File: config.mk
export PLATFORM = sky130hd
export DESIGN_NAME = wl_pipe_ctl
export DESIGN_NICKNAME = d
export VERILOG_FILES = /design/src/rtl/wl_pipe_ctl_pkg.sv /design/src/rtl/wl_pipe_slot.sv /design/src/rtl/wl_pipe_ctl.sv
export SDC_FILE = /design/constraint.sdc
export NUM_CORES = 1
export LEC_CHECK = 0
export CORE_MARGIN = 4
export CORE_UTILIZATION = 47
export DETAILED_ROUTE_END_ITERATION = 6
export PLACE_DENSITY = 0.77
export SLEW_MARGIN = 20
export SYNTH_ARGS = -nofsm -noshare
export SYNTH_HDL_FRONTEND = slang
export SYNTH_HIERARCHICAL = 1
export SYNTH_SLANG_ARGS = --single-unit
File: constraint.sdc
create_clock -name clk -period 5.4 [get_ports clk]
set_clock_uncertainty 0.15 [all_clocks]
set_input_delay 1.08 -clock clk [delete_from_list [all_inputs] [get_ports clk]]
set_output_delay 1.08 -clock clk [all_outputs]
set_load 0.03 [all_outputs]
File: src/rtl/wl_pipe_ctl_pkg.sv
// Shared definitions for the elastic pipeline controller: counter sizing
// helper and sideband bit positions.
package wl_pipe_ctl_pkg;

  // Sideband bit positions carried alongside each pixel.
  localparam int SB_SOF = 0;
  localparam int SB_EOL = 1;

  // Ceiling log2, used to size the occupancy counter at elaboration time.
  function automatic int wl_clog2(input int n);
    int r;
    r = 0;
    while ((1 << r) < n) r++;
    return r;
  endfunction

endpackage

File: src/rtl/wl_pipe_slot.sv
// One stage of the elastic chain: a valid bit and a sideband register.
// The stage loads when its source holds a pixel and it is empty or emptying.
module wl_pipe_slot #(
  parameter int SBW = 2
) (
  input  logic           clk,
  input  logic           rst,
  input  logic           flush,
  input  logic           src_v,
  input  logic [SBW-1:0] src_sb,
  input  logic           mv,
  output logic           ld,
  output logic           v,
  output logic [SBW-1:0] sb
);

  logic           v_q, v_d;
  logic [SBW-1:0] sb_q, sb_d;

  // Load decision and next-state; flush and reset suppress any load.
  always_comb begin
    ld   = src_v & (~v_q | mv) & ~flush & ~rst;
    v_d  = ld | (v_q & ~mv);
    sb_d = ld ? src_sb : sb_q;
    if (flush) v_d = 1'b0;
  end

  // Stage registers; sideband is held across a flush.
  always_ff @(posedge clk) begin
    if (rst) begin
      v_q  <= 1'b0;
      sb_q <= '0;
    end else begin
      v_q  <= v_d;
      sb_q <= sb_d;
    end
  end

  assign v  = v_q;
  assign sb = sb_q;

endmodule

File: src/rtl/wl_pipe_ctl.sv
// Elastic valid/ready controller for a chain of enable-gated datapath
// registers. Issues per-stage load enables, collapses bubbles, carries
// sideband, and tracks occupancy. The ready chain is combinational from
// out_rdy back to in_rdy.
module wl_pipe_ctl
  import wl_pipe_ctl_pkg::*;
#(
  parameter  int DEPTH = 4,
  parameter  int SBW   = 2,
  localparam int OCW   = wl_clog2(DEPTH + 1)
) (
  input  logic             clk,
  input  logic             rst,
  input  logic             flush,
  input  logic             in_vld,
  output logic             in_rdy,
  input  logic [SBW-1:0]   in_sb,
  output logic             out_vld,
  input  logic             out_rdy,
  output logic [SBW-1:0]   out_sb,
  output logic [DEPTH-1:0] stg_en,
  output logic [DEPTH-1:0] stg_vld,
  output logic [OCW-1:0]   occ,
  output logic             busy
);

  logic [DEPTH-1:0] v_all;
  logic [DEPTH-1:0] ld_all;
  logic [SBW-1:0]   sb_all [DEPTH];
  logic             out_vld_int;
  logic [OCW-1:0]   occ_q, occ_d;

  assign out_vld_int = v_all[DEPTH-1] & ~flush & ~rst;

  for (genvar i = 0; i < DEPTH; i++) begin : g_slot
    logic           src_v_s, mv_s, ld_s, v_s;
    logic [SBW-1:0] src_sb_s, sb_s;

    if (i == 0) begin : g_head
      assign src_v_s  = in_vld;
      assign src_sb_s = in_sb;
    end else begin : g_body
      assign src_v_s  = v_all[i-1];
      assign src_sb_s = sb_all[i-1];
    end

    // A stage empties when the next one takes its pixel, or downstream pops.
    if (i == DEPTH - 1) begin : g_tail
      assign mv_s = out_vld_int & out_rdy;
    end else begin : g_mid
      assign mv_s = g_slot[i+1].ld_s;
    end

    wl_pipe_slot #(.SBW(SBW)) u_slot (
      .clk    (clk),
      .rst    (rst),
      .flush  (flush),
      .src_v  (src_v_s),
      .src_sb (src_sb_s),
      .mv     (mv_s),
      .ld     (ld_s),
      .v      (v_s),
      .sb     (sb_s)
    );

    assign v_all[i]  = v_s;
    assign ld_all[i] = ld_s;
    assign sb_all[i] = sb_s;
  end

  assign in_rdy = (~v_all[0] | g_slot[0].mv_s) & ~flush & ~rst;

  // Occupancy follows the two handshakes; flush empties the pipe.
  always_comb begin
    occ_d = occ_q + OCW'(in_vld & in_rdy) - OCW'(out_vld_int & out_rdy);
    if (flush) occ_d = '0;
  end

  // Occupancy register.
  always_ff @(posedge clk) begin
    if (rst) occ_q <= '0;
    else     occ_q <= occ_d;
  end

  // Registered outputs are forced quiet while reset is held, before the
  // first reset edge has cleared the registers.
  assign out_vld = out_vld_int;
  assign out_sb  = rst ? '0 : sb_all[DEPTH-1];
  assign stg_en  = ld_all;
  assign stg_vld = rst ? '0 : v_all;
  assign occ     = rst ? '0 : occ_q;
  assign busy    = (occ != '0);

endmodule

==> results.py, run 1 <==
metrics = {
    "timing": {
        "max_slew.worst_pin.slew_ns": 0.3107,
        "setup_violations": 0,
        "fin_crit_sh_pct": 94.10,
        "setup_ws_ns": 0.3186,
        "final-max-slew-violation-count": 0,
        "rsz0062_at_grt": "false",
        "hold_viol": 0,
        "fmax_ghz": 0.1968,
        "period_minus_slack_ns": 5.081,
        "finalSetupTns_ns": 0,
        "relSlewSlack_pct": 79.22,
    },
    "job": {
        "cap_violations": 0,
    },
    "setup_path": {
        "cp-startpoint": "flush",
        "critPathMaxFanout": 3,
        "critPathKind": "in2out",
        "critPathLaunchType": "input port",
        "critPathArrivalTime_ns": 3.85,
        "cp-end-kind": "output port",
        "r2r_start": "g_slot[3].u_slot/v",
        "required_ns": 4.17,
    },
    "drt": {
        "wl_met1_um": 633,
        "postRouteAntennaNets": 0,
        "viasPerCell": 4.810,
        "routedWlPerCell_um": 10.69,
        "dr_wl_met3_um": 61,
        "wl_um": 1518,
        "wl_met2_um": 811,
        "via_count": 683,
        "highest_layer": "met4",
        "drtIter0Drc": 4,
        "post-route-drc-count": 0,
        "firstDrtPassIters": 4,
    },
    "pwr": {
        "finalPower_uw": 207.7,
        "irDropWorstVdd_mv": 0.1137,
        "p_leak_uw": 0.0004286,
        "power_density_mw_per_mm2": 174.5,
    },
    "placement": {
        "dpl_cell_area_mm2": 0.001162,
        "dpl_worst_slack_ns": 0.2750,
        "dp_hpwl_um": 1180,
        "place.gp.congestion": 0.7374,
        "portBuffers": 22,
    },
    "cts": {
        "clock_latency_ns": 0.28,
        "cts_setup_buffers": 0,
        "cts_resized": 0,
        "cts_tree": "built",
        "ctsHoldBuffers": 0,
        "cts.clk_slew.worst_paths_ns": 0.09,
        "root_buffer": "clkbuf_4",
        "cts_buffers": 3,
        "h-tree-depth": 1,
        "clkSinkCount": 15,
        "cts_buffer_depth": 2,
    },
    "finish": {
        "nFillCells": 151,
        "final-seq-area_um2": 300.3,
        "final_net_count": 128,
        "stdcell_area_mm2": 0.001190,
        "area_delta_synth_final_pct": 30.63,
        "fin_util_pct": 66.74,
        "drive_above_1_share_pct": 19.66,
        "diodes": 0,
        "multiInputGateArea_um2": 568.0,
    },
    "logic_synthesis": {
        "netlist_instances": 90,
        "ys_types": 19,
        "synth_nets": 100,
        "synth.avg_cell_area_um2": 10.12,
        "ys_seq_area_share_pct": 32.97,
        "yosys_warnings": 6,
        "netlist_area_um2": 910.9,
        "ys_ff_latch": 15,
    },
    "hold_path": {
        "min_from": "g_slot[0].u_slot/sb[0]",
        "hp-class": "reg2reg",
    },
    "floorplan": {
        "rows": 15,
        "die-area_mm2": 0.002707,
        "core-area_mm2": 0.001783,
        "die_width_um": 52.03,
        "initial_core_util_pct": 51.09,
        "ios": 23,
        "die_height_um": 52.03,
    },
    "global_route": {
        "grt_pass1_wl_um": 2615,
        "grt_max_degree": 37,
        "antenna_found_initial": 0,
        "track_usage_pct": 12.74,
        "overflow": 0,
        "grt_pass1_vias": 660,
    },
    "outcome": {
        "status": "finished, final reports clean",
    },
}
## power breakdown
part	total, uW	internal (uW)	switching, uW	leakage [uW]
Combinational	30.4	15.6	14.9	0.000290
Clock	63.6	27.5	36.1	0.0000177
Sequential	114	112	1.38	0.000121
Total	208	155	52.3	0.000429
## worst paths after layout
check / end / slack [ns] / depth (start not counted)
max reg2reg: occ_q[2] / 1.74 / 19
max: stg_en[0] / 0.32 / 15
min reg2reg: g_slot[0].u_slot/sb[0] / 0.33 / 2
min: g_slot[0].u_slot/sb[0] / 0.33 / 2
## final cells by class
cell class	instances	share of cell area [%]
multi-input combinational	68	47.74
inverter	2	0.6309
timing repair buffer	28	21.45
clock inverter	1	0.4206
tap	25	2.629
clock buffer	3	1.893
sequential	15	25.24
## through the flow
stage | cells | hold slack (ns)
2_1_floorplan | 90 | 0.2935
3_3_place_gp | 138 | 0.3053
3_5_place_dp | 138 | 0.3165
4_1_cts | 142 | 0.3295
5_1_grt | 142 | 0.3562
6_report | 142 | 0.3256
## worst max-delay path, cell delays in order
cell	delay (ns)
clkdlybuf4s50_1	0.42
nor2_1	0.16
and3_1	0.25
nor2b_4	0.07
nor4b_1	0.26
buf_4	0.18
nor2b_4	0.05
nor4b_1	0.23
buf_4	0.18
nor2b_4	0.05
nor4b_1	0.23
buf_4	0.18
nor2b_4	0.05
nor4b_1	0.25
buf_4	0.21
## kinds of logic after synthesis
kind of cell               after synthesis  share of synthesized area, %
and+or+nand+nor                         56                         46.15
DFF                                     15                         32.97
muxes                                    8                         8.792
buffers and inverters                    7                         4.670
xor gates and xnor gates                 1                         2.472
adders and majority gates                3                         4.945
## state kept, by name, summed over array words and instances (netlist names)
register,cells
occ_q,3
g_slot.u_slot/sb,8
g_slot.u_slot/v,4
## cells in the final DEF (no fill, tap or decap), drive strengths merged
cell,netlist,routed
nor2,6,6
dfxtp,15,15
nand3,1,1
nand2b,17,17
clkbuf,0,3
mux2i,8,8
clkinv,0,1
ha,2,2
nor4b,4,4
clkdlybuf4s50,0,18
xnor3,1,1
nor2b,13,13
fa,1,1
nor3,7,7
and3,1,1
inv,2,2
buf,5,10
nor3b,4,4
and2,3,3
## routing by layer
| layer | GRT usage [%] | vias to the layer above |
|---|---|---|
| met5 | 0 | - |
| met4 | 5.240 | 0 |
| met3 | 2.579 | 2 |
| met2 | 24.06 | 15 |
| met1 | 13.43 | 313 |
| li1 | - | 353 |
## synth_stat cells
cell type | number | area share, %
and2_1 | 3 | 2.1
and3_1 | 1 | 0.69
buf_2 | 1 | 0.55
buf_4 | 4 | 3.3
dfxtp_1 | 15 | 33
fa_1 | 1 | 2.2
ha_1 | 2 | 2.7
inv_1 | 2 | 0.82
mux2i_1 | 8 | 8.8
nand2b_1 | 17 | 12
nand3_1 | 1 | 0.55
nor2_1 | 6 | 2.5
nor2b_1 | 9 | 6.2
nor2b_4 | 4 | 6.0
nor3_1 | 6 | 3.3
nor3_2 | 1 | 1.1
nor3b_4 | 4 | 8.2
nor4b_1 | 4 | 3.8
xnor3_1 | 1 | 2.5
No activity file was read; power rests on OpenSTA's default activity.
==> run 2, diff against run 1 <==
CORE_ASPECT_RATIO = 0.9   (was default)
==> run 2 against run 1 <==
Effect of this change: final cell count down 1.4%; sequential share of layout area stayed put; clock-buffer cell count unchanged; flip-flop and latch count stayed put; critical path depth is the same; register-to-register slack about the same; global-route usage increased by 1.7 points; clock power rose by 2%; routed wire length up 5.9%; worst setup slack got worse by 0.015 ns; die area about the same.
==> results.py, run 2 (same netlist as run 1, synthesis figures left out) <==
metrics = {
    "pwr": {
        "power.internal_uw": 155.1,
        "seq_power_share_pct": 54.4,
        "swShare_pct": 25.86,
        "switchingPower_uw": 54.11,
        "p_leak_uw": 0.0004240,
        "irDropWorstVdd_mv": 0.1160,
        "power_density_mw_per_mm2": 175.8,
        "clkPwrFrac_pct": 31.1,
        "combPwrFrac_pct": 14.6,
    },
    "timing": {
        "setup_violations": 0,
        "hold_viol": 0,
        "final-max-slew-violation-count": 0,
        "fin_crit_sh_pct": 94.38,
        "rsz0062_at_grt": "false",
        "max_slew.worst_pin.slew_ns": 0.3124,
        "relSlewSlack_pct": 79.11,
        "period_minus_slack_ns": 5.097,
        "finalSetupTns_ns": 0,
        "fmax_ghz": 0.1962,
    },
    "drt": {
        "wl_um": 1608,
        "drtIter0Drc": 3,
        "via_count": 683,
        "postRouteAntennaNets": 0,
        "firstDrtPassIters": 4,
        "post-route-drc-count": 0,
        "viasPerCell": 4.879,
        "routedWlPerCell_um": 11.49,
    },
    "cts": {
        "cts_resized": 0,
        "h-tree-depth": 1,
        "clock_latency_ns": 0.29,
        "ctsHoldBuffers": 0,
        "cts_buffer_depth": 2,
        "cts_buffers": 3,
        "cts_tree": "built",
        "cts.clk_slew.worst_paths_ns": 0.08,
        "root_buffer": "clkbuf_4",
        "clkSinkCount": 15,
        "cts_setup_buffers": 0,
    },
    "global_route": {
        "antenna_found_initial": 0,
        "grt_max_degree": 37,
        "overflow": 0,
        "grt_pass1_vias": 630,
        "grt_pass1_wl_um": 2842,
        "track_usage_pct": 14.44,
    },
    "setup_path": {
        "critPathKind": "in2out",
        "critPathMaxFanout": 5,
        "slowest_delay_ns": 0.44,
        "cp-end-kind": "output port",
        "cpMaxStageDelayCell": "clkdlybuf4s50_1",
        "critical_path.top_delay_family": "simple AND/OR/NAND/NOR gates",
        "path_cells": "clkdlybuf4s50_1 > nor2_2 > and3_1 > nor2b_4 > nor4b_2 > buf_4 > nor2b_4 > nor4b_1 > buf_4 > nor2b_4 > nor4b_1 > buf_4 > nor2b_4 > nor4b_1 > buf_4",
        "required_ns": 4.17,
        "critPathLaunchType": "input port",
        "cp_num_buf_inv": 5,
        "critPathArrivalTime_ns": 3.87,
    },
    "floorplan": {
        "ios": 23,
        "die-area_mm2": 0.002707,
        "die_height_um": 49.77,
        "die_width_um": 54.41,
        "initial_core_util_pct": 52.00,
        "core-area_mm2": 0.001752,
        "rows": 14,
    },
    "outcome": {
        "status": "finished, final reports clean",
    },
    "finish": {
        "layout_common_cells": "18 x clkdlybuf4s50_1, 17 x nand2b_1, 15 x dfxtp_1",
        "mostFrequentLayoutCell": "clkdlybuf4s50_1",
        "final_net_count": 127,
        "diodes": 0,
        "area_delta_synth_final_pct": 30.63,
        "largest_register_ffs": 8,
        "fin_cells": 140,
        "drive_above_1_share_pct": 20.69,
    },
    "placement": {
        "portBuffers": 22,
        "dp_hpwl_um": 1214,
        "place.gp.congestion": 0.7098,
        "dpl.cell_count": 136,
    },
    "job": {
        "cap_violations": 0,
    },
    "hold_path": {
        "hp-class": "reg2reg",
    },
}
run 2: cell count changes in the layout (fill, tap and decap cells not counted):
cell and delta:
nor4b_2 +1, nor2_2 +1, nor2_1 -1, nor4b_1 -1, buf_4 -1
run 2: stage by stage:
| step | hold WS, ns | worst slack (ns) | utilization (%) | total power [uW] | cell area, um^2 |
|---|---|---|---|---|---|
| final | 0.3255 | 0.3033 | 67.93 | 209.2 | 1190 |
| after global routing | 0.3475 | 0.01312 | 67.93 | 220.8 | 1190 |
| after CTS | 0.3264 | 0.1805 | 67.43 | 213.4 | 1181 |
| after detailed placement | 0.3076 | 0.1920 | 65.86 | 146.7 | 1154 |
| after global placement | 0.3085 | 0.2342 | 65.86 | 146.1 | 1154 |
| after floorplan | 0.2935 | 0.3043 | - | 132.6 | 910.9 |
run 2: power groups by stage:
stage	registers, uW	logic (uW)	clock network [uW]
6_report	114	30.5	65.0
5_1_grt	114	33.1	73.5
4_1_cts	114	30.4	69.1
3_5_place_dp	116	30.3	0
3_3_place_gp	116	29.9	0
2_1_floorplan	116	16.7	0
run 2: worst register-to-register path, cell delays in order, from the launching register on:
cell      delay (ns)
dfxtp_1         0.37
and3_1          0.23
nor2b_4         0.07
nor4b_2         0.21
buf_4           0.16
nor2b_4         0.04
nor4b_1         0.26
buf_4           0.18
nor2b_4         0.05
nor4b_1         0.24
buf_4           0.18
nand2b_1        0.11
nand3_1         0.10
ha_1            0.28
inv_1           0.05
ha_1            0.13
inv_1           0.05
fa_1            0.40
xnor3_1         0.23
nor3_2          0.04
run 2: per-layer routing:
metal	up-vias	GRT usage, %	wire, um
met4	0	7.469	38
met5	-	0	0
li1	354	-	-
met3	5	5.422	109
met2	19	21.12	737
met1	305	17.98	723
run 2: final cells by class:
| type | count | area (um^2) |
|---|---|---|
| Inverter | 2 | 7.507 |
| Clock buffer | 3 | 22.52 |
| Sequential cell | 15 | 300.3 |
| Fill cell | 158 | 561.8 |
| Clock inverter | 1 | 5.005 |
| Multi-Input combinational cell | 68 | 576.8 |
| Tap cell | 24 | 30.03 |
| Timing Repair Buffer | 27 | 247.7 |
run 2: path summary, 6_finish.rpt:
kind,startpoint,endpoint,slack [ns],cells after the start
worst max-delay path,flush,stg_en[0],0.30,15
worst min-delay path,g_slot[3].u_slot/sb[0],g_slot[3].u_slot/sb[0],0.33,2
worst min register to register,g_slot[3].u_slot/sb[0],g_slot[3].u_slot/sb[0],0.33,2
worst max register to register,g_slot[3].u_slot/v,occ_q[2],1.75,19
